`config.mk`:
```
export PLATFORM = sky130hd
export DESIGN_NAME = uart_tx_arbiter
export DESIGN_NICKNAME = d
export VERILOG_FILES = /design/src/rtl/uart_tx_arbiter_pkg.sv /design/src/rtl/uart_tx_arbiter_rr_pick.sv /design/src/rtl/uart_tx_arbiter.sv
export SDC_FILE = /design/constraint.sdc
export NUM_CORES = 1
export LEC_CHECK = 0
export BUFFER_PORTS_ARGS = -buffer_cell sky130_fd_sc_hd__buf_2
export CORE_MARGIN = 2
export CORE_UTILIZATION = 38
export CTS_BUF_LIST = sky130_fd_sc_hd__clkbuf_8
export CTS_CLUSTER_SIZE = 8
export DETAILED_ROUTE_END_ITERATION = 10
export GPL_ROUTABILITY_DRIVEN = 0
export PLACE_DENSITY = 0.59
export SETUP_SLACK_MARGIN = 0.02
export SLEW_MARGIN = 40
export SYNTH_ARGS = -nofsm -noshare
export SYNTH_HDL_FRONTEND = slang
export SYNTH_SLANG_ARGS = --single-unit
```
`constraint.sdc`:
```
create_clock -name clk -period 2.3 [get_ports clk]
set_input_delay 0.115 -clock clk [delete_from_list [all_inputs] [get_ports clk]]
set_output_delay 0.115 -clock clk [all_outputs]
set_load 0.05 [all_outputs]
```
`src/rtl/uart_tx_arbiter_pkg.sv`:
```
// Shared definitions for the UART transmit arbiter.
// Contents:
//   - the FSM state encoding
//   - the clock/baud constants that produce the default inter-frame gap
//     (one bit time at 27 MHz / 115200 baud, truncated to whole clocks)
package uart_tx_arbiter_pkg;

    localparam logic [1:0] ST_IDLE = 2'd0;
    localparam logic [1:0] ST_ARB  = 2'd1;
    localparam logic [1:0] ST_XFER = 2'd2;
    localparam logic [1:0] ST_GAP  = 2'd3;

    localparam int CLK_HZ         = 27_000_000;
    localparam int BAUD_RATE      = 115_200;
    localparam int FRAME_GAP_CLKS = 234;

    // Whole clocks per serial bit; 27 MHz / 115200 truncates to 234.
    function automatic int clocks_per_bit(input int clk_hz, input int baud);
        return clk_hz / baud;
    endfunction

endpackage

```
`src/rtl/uart_tx_arbiter_rr_pick.sv`:
```
// Round-robin priority picker (purely combinational).
// Grants the first requesting index at or after ptr, wrapping modulo NUM_REQ.
// Ports:
//   req   in   NUM_REQ  request vector
//   ptr   in   PTR_W    highest-priority index this round (0..NUM_REQ-1)
//   pick  out  NUM_REQ  one-hot winner, zero when no request
module rr_pick
    import uart_tx_arbiter_pkg::*;
#(
    parameter int NUM_REQ = 3,
    parameter int PTR_W   = $clog2(NUM_REQ)
) (
    input  logic [NUM_REQ-1:0] req,
    input  logic [PTR_W-1:0]   ptr,
    output logic [NUM_REQ-1:0] pick
);

    logic found;
    int   idx;

    always_comb begin
        pick  = '0;
        found = 1'b0;
        idx   = 0;
        for (int k = 0; k < NUM_REQ; k++) begin
            // ptr never exceeds NUM_REQ-1, so one subtraction wraps it.
            idx = int'(ptr) + k;
            if (idx >= NUM_REQ) begin
                idx = idx - NUM_REQ;
            end
            if (!found && req[idx]) begin
                pick[idx] = 1'b1;
                found     = 1'b1;
            end
        end
    end

endmodule

```
`src/rtl/uart_tx_arbiter.sv`:
```
// Frame-level round-robin arbiter in front of a UART serializer.
// One requester at a time owns the byte stream for a whole frame; bytes pass
// straight through with zero latency. Frames are separated by an idle gap,
// and a granted requester that withholds data too long is aborted.
// Ports:
//   clk        in   1          rising-edge clock
//   rst        in   1          asynchronous active-high reset
//   req        in   NUM_REQ    per-requester frame request (level)
//   req_data   in   8*NUM_REQ  per-requester byte, slice i = [8i+7:8i]
//   req_valid  in   NUM_REQ    per-requester byte valid
//   req_last   in   NUM_REQ    final byte of frame, qualified by req_valid
//   req_ready  out  NUM_REQ    byte accept, only ever on the granted bit
//   grant      out  NUM_REQ    one-hot frame owner, zero outside XFER
//   tx_data    out  8          byte to serializer
//   tx_valid   out  1          byte valid to serializer
//   tx_ready   in   1          serializer accept
//   abort      out  1          one-cycle pulse on stall timeout
//   busy       out  1          high whenever not IDLE
module uart_tx_arbiter
    import uart_tx_arbiter_pkg::*;
#(
    parameter int NUM_REQ     = 3,
    parameter int GAP_CYCLES  = FRAME_GAP_CLKS,
    parameter int STALL_LIMIT = 4095
) (
    input  logic                   clk,
    input  logic                   rst,
    input  logic [NUM_REQ-1:0]     req,
    input  logic [8*NUM_REQ-1:0]   req_data,
    input  logic [NUM_REQ-1:0]     req_valid,
    input  logic [NUM_REQ-1:0]     req_last,
    output logic [NUM_REQ-1:0]     req_ready,
    output logic [NUM_REQ-1:0]     grant,
    output logic [7:0]             tx_data,
    output logic                   tx_valid,
    input  logic                   tx_ready,
    output logic                   abort,
    output logic                   busy
);

    localparam int PW = $clog2(NUM_REQ);
    localparam int SW = $clog2(STALL_LIMIT + 1);
    // The gap counter only has to reach GAP_CYCLES-1.
    localparam int GW = (GAP_CYCLES > 1) ? $clog2(GAP_CYCLES) : 1;

    logic [1:0]         state;
    logic [PW-1:0]      gidx;
    logic [PW-1:0]      rr_ptr;
    logic [SW-1:0]      stall_cnt;
    logic [GW-1:0]      gap_cnt;

    logic [NUM_REQ-1:0] pick;
    logic [PW-1:0]      pick_idx;
    logic [PW-1:0]      next_ptr;
    logic [SW-1:0]      stall_inc;
    logic               gap_done;
    logic               fire;

    rr_pick #(
        .NUM_REQ (NUM_REQ),
        .PTR_W   (PW)
    ) u_pick (
        .req  (req),
        .ptr  (rr_ptr),
        .pick (pick)
    );

    always_comb begin
        pick_idx = '0;
        for (int i = 0; i < NUM_REQ; i++) begin
            if (pick[i]) begin
                pick_idx = PW'(i);
            end
        end
    end

    // Zero-latency byte path; everything is forced to zero outside XFER so
    // nothing can leak to the serializer while no frame is owned.
    always_comb begin
        tx_data   = 8'h00;
        tx_valid  = 1'b0;
        req_ready = '0;
        if (state == ST_XFER) begin
            tx_data         = req_data[8*int'(gidx) +: 8];
            tx_valid        = req_valid[gidx];
            req_ready[gidx] = tx_ready;
        end
    end

    assign fire      = tx_valid & tx_ready;
    assign busy      = (state != ST_IDLE);
    assign stall_inc = stall_cnt + SW'(1);
    assign next_ptr  = (gidx == PW'(NUM_REQ - 1)) ? '0 : gidx + PW'(1);
    assign gap_done  = (GAP_CYCLES == 0) || (gap_cnt == GW'(GAP_CYCLES - 1));

    always_ff @(posedge clk or posedge rst) begin
        if (rst) begin
            state     <= ST_IDLE;
            grant     <= '0;
            gidx      <= '0;
            rr_ptr    <= '0;
            stall_cnt <= '0;
            gap_cnt   <= '0;
            abort     <= 1'b0;
        end else begin
            abort <= 1'b0;
            case (state)
                ST_IDLE: begin
                    if (|req) begin
                        state <= ST_ARB;
                    end
                end
                ST_ARB: begin
                    if (|req) begin
                        state     <= ST_XFER;
                        grant     <= pick;
                        gidx      <= pick_idx;
                        stall_cnt <= '0;
                    end else begin
                        state <= ST_IDLE;
                    end
                end
                ST_XFER: begin
                    // req[g] is deliberately not looked at: only the last
                    // byte or a stall timeout can end the frame.
                    if (fire) begin
                        stall_cnt <= '0;
                        if (req_last[gidx]) begin
                            state   <= ST_GAP;
                            grant   <= '0;
                            rr_ptr  <= next_ptr;
                            gap_cnt <= '0;
                        end
                    end else if (!tx_valid) begin
                        // Serializer backpressure is not a stall; only
                        // cycles with no byte offered count.
                        stall_cnt <= stall_inc;
                        if (stall_inc == SW'(STALL_LIMIT)) begin
                            abort   <= 1'b1;
                            state   <= ST_GAP;
                            grant   <= '0;
                            rr_ptr  <= next_ptr;
                            gap_cnt <= '0;
                        end
                    end
                end
                ST_GAP: begin
                    if (gap_done) begin
                        gap_cnt <= '0;
                        state   <= (|req) ? ST_ARB : ST_IDLE;
                    end else begin
                        gap_cnt <= gap_cnt + GW'(1);
                    end
                end
                default: begin
                    state <= ST_IDLE;
                    grant <= '0;
                end
            endcase
        end
    end

endmodule

```
==> results.cfg, run 1 <==
[sta]
final-setup-viol-count = 0
tightest_slew_ps = 531.1
fin_worst_skew_ps = 6.216
rsz0062_at_grt = false
worst_slew_margin_rel_pct = 64.60
finalHoldViolCount = 0
period_share_pct = 93.81
finalCriticalPeriod_ps = 2158
slew_violations = 0
finalSetupTns_ps = 0
max_freq_ghz = 0.4635

[yosys]
synth_async_sr_flop_share_pct = 100.0
yosysSeqAreaShare_pct = 31.14
synth_top_flop_cell = dfrtp_1
ys_ff_latch = 30
synth_cells = 300
synth_area_per_cell_um2 = 8.037
synth-edff-count = 0
syn-cell-area_um2 = 2411
yosysWarningCount = 0
synth_nets = 345
ys_types = 61

[drt]
drt_iter0_drc = 151
wl_per_cell_um = 14.05
dr.pass1.iters = 4
drt-vias-per-instance = 5.563
wl_um = 6169
via_count = 2442
route.detailed.drc = 0
antenna_left = 0

[cells_and_area]
drive_gt1_share_pct = 25.41
stdcell_count = 439
post-route-util_pct = 47.29
antenna_cells = 0
layout_commonest_cell = buf_2
finalNetCount = 406
syn2layout_area_growth_pct = 22.42
fin_area_um2 = 2952
final_cell_mix = buf_2 (52), nor2_1 (34), dfrtp_1 (28)

[floorplanning]
coreArea_um2 = 6241
rows = 29
ios = 53
die_area_um2 = 6998
fp.dieH_um = 83.66
fp.dieW_um = 83.66
start_util_pct = 38.63

[placement]
port-buffer-count = 52
placed_area_um2 = 2826
dpl.cell_count = 430
hpwlAfterDp_um = 4619

[global_route]
grt_start_max_net_pins = 31
grt_use_total_pct = 17.69
grt_overflow_total = 0
grt_pass1_vias = 2263
antenna_found_initial = 0
grt_pass1_wl_um = 10340

[setup_path]
cp_slowest_cell = dfrtp_1
crit_path_end_kind = flip-flop
startpoint_type = flip-flop
crit_buf_inv = 0
critPathArrivalTime_ps = 2340
crit_type = reg2reg
critical-path-max-stage-delay_ps = 480
worst_ep_required_time_ps = 2480
path_delay_family = simple AND/OR/NAND/NOR gates
timing.critical_path.cells = nand3_1, or3_4, a221oi_4, nand4_1, a311o_1
crit_fanout = 10

[pwr]
powerDensity_nw_per_um2 = 1135
power.total_uw = 3349
max-vdd-ir-drop_uv = 556.7
power.leakage_uw = 0.001320

[clocking]
cts_max_level = 2
clock-sinks = 30
clock_tree.root_cell = clkbuf_8
cts.path.max_buffers = 2
insertion_delay_ps = 290
cts_buffers = 5
path_clk_slew_ps = 70
cts_tree = yes

[worst_hold_path]
hold_class = in2reg

[outcome]
status = completed

[job]
maxCapViolCount = 0
-- metrics by stage --
stage          setup slack, ps  hold WS [ps]
5_1_grt                  37.66         307.4
6_report                 142.3         271.0
3_3_place_gp             176.4         221.2
3_5_place_dp             142.8         220.6
2_1_floorplan            87.18         205.8
4_1_cts                  137.0         267.5
-- what timing repair did --
item / 4_1_cts / 5_1_grt
gates resized for setup: 0 / 3
endpoints found under the hold margin: 30 / 0
setup endpoints to repair: 0 / 12
buffers inserted: 0 / 0
hold buffers: 1 / 0
-- path summary, 6_finish.rpt --
kind | startpoint | to | slack (ps) | cells past startpoint
min | req[1] | gidx[0] | 270 | 5
min reg2reg | grant[0] | grant[0] | 530 | 2
max | stall_cnt[2] | rr_ptr[0] | 140 | 5
max reg2reg | stall_cnt[2] | rr_ptr[0] | 140 | 5
max in group asynchronous | rst | stall_cnt[1] | 1550 | 4
min in group asynchronous | rst | stall_cnt[9] | 440 | 4
-- layout make-up --
type | count | area, um2
tap | 77 | 96.34
clock buffer | 8 | 110.1
sequential | 30 | 753.2
inverter | 19 | 71.32
multi-input combinational | 235 | 1523
fill | 674 | 3289
timing repair buffer | 70 | 397.9
-- worst register-to-register path, stage by stage (launching register included) --
cell      delay, ps
dfrtp_1         480
nand3_1         140
or3_4           410
a221oi_4        360
nand4_1         250
a311o_1         400
-- synthesized netlist by cell type, types with 4 or more instances --
| cell | count | share of area, % |
|---|---|---|
| nor2_1 | 34 | 5.3 |
| dfrtp_1 | 30 | 31 |
| nand2_1 | 26 | 4.0 |
| inv_1 | 19 | 3.0 |
| o21ai_0 | 19 | 3.9 |
| a21oi_1 | 16 | 3.3 |
| nand3_1 | 13 | 2.7 |
| mux2i_1 | 11 | 4.6 |
| ha_1 | 9 | 4.7 |
| nand4_1 | 9 | 2.3 |
| clkbuf_1 | 8 | 1.2 |
| o21ai_1 | 8 | 1.7 |
| nor2b_1 | 7 | 1.8 |
| buf_2 | 5 | 1.0 |
| o22ai_1 | 5 | 1.3 |
| o31ai_1 | 5 | 1.6 |
| and2_1 | 4 | 1.0 |
| nand2b_1 | 4 | 1.0 |
| nor3_1 | 4 | 0.83 |
| or3_1 | 4 | 1.0 |
-- kinds of logic (layout without fill, tap and decap cells) --
| kind of cell | count (synthesis) | count (layout) | share of synthesized area [%] |
|---|---|---|---|
| xor gates and xnor gates | 1 | 1 | 0.3633 |
| buffers and inverters | 35 | 97 | 6.019 |
| and+or+nand+nor | 128 | 128 | 28.23 |
| AOI/OAI and AO/OA | 85 | 85 | 24.55 |
| DFF | 30 | 30 | 31.14 |
| adders and majority gates | 9 | 9 | 4.671 |
| muxes | 12 | 12 | 5.034 |
-- layer usage --
layer / part of all wire (%) / up-vias / global-route usage, %
met5: 0 / - / 0
met4: 1.4 / 0 / 5.865
met3: 2.2 / 7 / 3.165
met2: 50 / 28 / 30.11
met1: 47 / 1194 / 22.65
li1: - / 1213 / -
-- flip-flops by register name (all words and copies together) (netlist names), named ones only --
register	cells
rr_ptr	2
state	1
gidx	2
abort	1
stall_cnt	12
grant	3
gap_cnt	8
-- power breakdown --
part	leakage, uW	total, uW	internal (uW)	switching [uW]
logic	0.000869	1970	723	1250
registers	0.000393	863	677	186
clock network	0.0000575	513	302	211
total	0.00132	3350	1700	1650
No activity file was read; power rests on OpenSTA's default activity.
==> inputs of run 2 (changes only) <==
--- a/config.mk
+++ b/config.mk
@@ -5,14 +5,14 @@
 export SDC_FILE = /design/constraint.sdc
 export NUM_CORES = 1
 export LEC_CHECK = 0
-export BUFFER_PORTS_ARGS = -buffer_cell sky130_fd_sc_hd__buf_2
 export CORE_MARGIN = 2
 export CORE_UTILIZATION = 38
 export CTS_BUF_LIST = sky130_fd_sc_hd__clkbuf_8
 export CTS_CLUSTER_SIZE = 8
 export DETAILED_ROUTE_END_ITERATION = 10
+export DONT_BUFFER_PORTS = 1
 export GPL_ROUTABILITY_DRIVEN = 0
-export PLACE_DENSITY = 0.59
+export PLACE_DENSITY = 0.52
 export SETUP_SLACK_MARGIN = 0.02
 export SLEW_MARGIN = 40
 export SYNTH_ARGS = -nofsm -noshare
==> results.cfg, run 2 (same netlist as run 1, synthesis figures left out) <==
[setup_path]
worst_ep_required_time_ps = 2460
crit_type = reg2reg
crit_path_end_kind = flip-flop
critPathArrivalTime_ps = 2300
crit_fanout = 7
startpoint_type = flip-flop

[sta]
final-setup-viol-count = 0
finalCriticalPeriod_ps = 2136
max_freq_ghz = 0.4683
fin_worst_skew_ps = 5.601
period_share_pct = 92.85
finalHoldViolCount = 0
hold_ws_ps = 133.1
finalSetupTns_ps = 0
rsz0062_at_grt = false
slew_violations = 0
worst_slew_margin_rel_pct = 65.43
tightest_slew_ps = 518.6

[drt]
dr.pass1.iters = 4
drt_iter0_drc = 93
antenna_left = 0
wl_um = 5958
via_count = 2250
wl_per_cell_um = 15.05
route.detailed.drc = 0
drt-vias-per-instance = 5.682

[pwr]
powerDensity_nw_per_um2 = 1209
max-vdd-ir-drop_uv = 628.9
power.total_uw = 3353
power.leakage_uw = 0.001151

[placement]
hpwlAfterDp_um = 4435
port-buffer-count = 0
placed_area_um2 = 2641

[cells_and_area]
largest_register_ffs = 12
antenna_cells = 0
fin_area_um2 = 2774
finalNetCount = 364
fill_cells = 650
multi_input_area_um2 = 1526
top_regs = stall_cnt (12), gap_cnt (8), grant (3)
regMostFlops = stall_cnt
syn2layout_area_growth_pct = 15.05
drive_gt1_share_pct = 15.67
layout_commonest_cell = nor2_1
final_cell_mix = nor2_1 (34), dfrtp_1 (27), buf_4 (27)
ff_latch_area_um2 = 754.5

[floorplanning]
ios = 53
die_area_um2 = 6998
fp.dieH_um = 83.66
rows = 29
fp.dieW_um = 83.66
coreArea_um2 = 6241
start_util_pct = 38.63

[worst_hold_path]
hold_class = in2reg

[global_route]
grt_start_max_net_pins = 31
grt_overflow_total = 0
antenna_found_initial = 0
grt_pass1_wl_um = 10030
grt_use_total_pct = 17.11
grt_pass1_vias = 2043

[clocking]
cts_buffers = 5
insertion_delay_ps = 290
cts_tree = yes
clock_tree.root_cell = clkbuf_8
cts_max_level = 2
post_cts_buffers = 0
clock-sinks = 30
path_clk_slew_ps = 60
cts.path.max_buffers = 2

[job]
maxCapViolCount = 0

[outcome]
status = completed
run 2: power by group:
| part | leakage [uW] | switching, uW | total, uW | internal (uW) |
|---|---|---|---|---|
| clock network | 0.0000573 | 208 | 554 | 346 |
| logic | 0.000700 | 1150 | 1850 | 699 |
| registers | 0.000393 | 269 | 947 | 678 |
| total | 0.00115 | 1630 | 3350 | 1720 |
run 2: routing by layer:
layer	GRT usage, %	share of wire [%]	vias to the layer above	wire length (um)
li1	-	-	1122	-
met1	24.55	48	1069	2883
met2	26.84	47	50	2798
met3	3.363	3.5	9	206
met4	3.519	1.2	0	69
met5	0	0	-	0
run 2: final timing paths:
check | startpoint | end | slack (ps) | cells after the start
worst max register to register | rr_ptr[0] | gidx[0] | 160 | 8
max in group asynchronous | rst | rr_ptr[0] | 1630 | 3
worst max-delay path | rr_ptr[0] | gidx[0] | 160 | 8
min in group asynchronous | rst | gap_cnt[0] | 350 | 3
worst min-delay path | req[1] | grant[1] | 130 | 4
worst min register to register | gap_cnt[7] | gap_cnt[7] | 530 | 2
run 2: cell type report:
cell class              count  share of cell area (%)
repair buffers             28                   7.668
well taps                  77                   3.473
clock inverters             1                   1.083
multi-input cells         235                   55.03
flip-flops and latches     30                   27.20
inverters                  19                   2.571
clock buffers               6                   2.977
run 2: timing repair:
item                                    CTS  global route
hold endpoints to repair                 30             0
hold buffers                              1             0
resized for setup                         0             4
endpoints found under the setup margin    0            13
run 2: critical path, cell delays in order (launching register included):
cell	delay, ps
dfrtp_2	440
inv_1	110
ha_1	290
nor2b_1	330
a22oi_1	140
o32ai_1	330
a222oi_1	210
nand2_1	100
o21ai_1	60
run 2: metrics by stage:
step,worst slack [ps],utilization (%),cells
finish,164.4,44.45,396
global route,17.67,44.45,396
CTS,125.7,44.29,396
detailed placement,143.1,42.32,388
global placement,171.0,42.32,388
floorplan,87.18,-,300
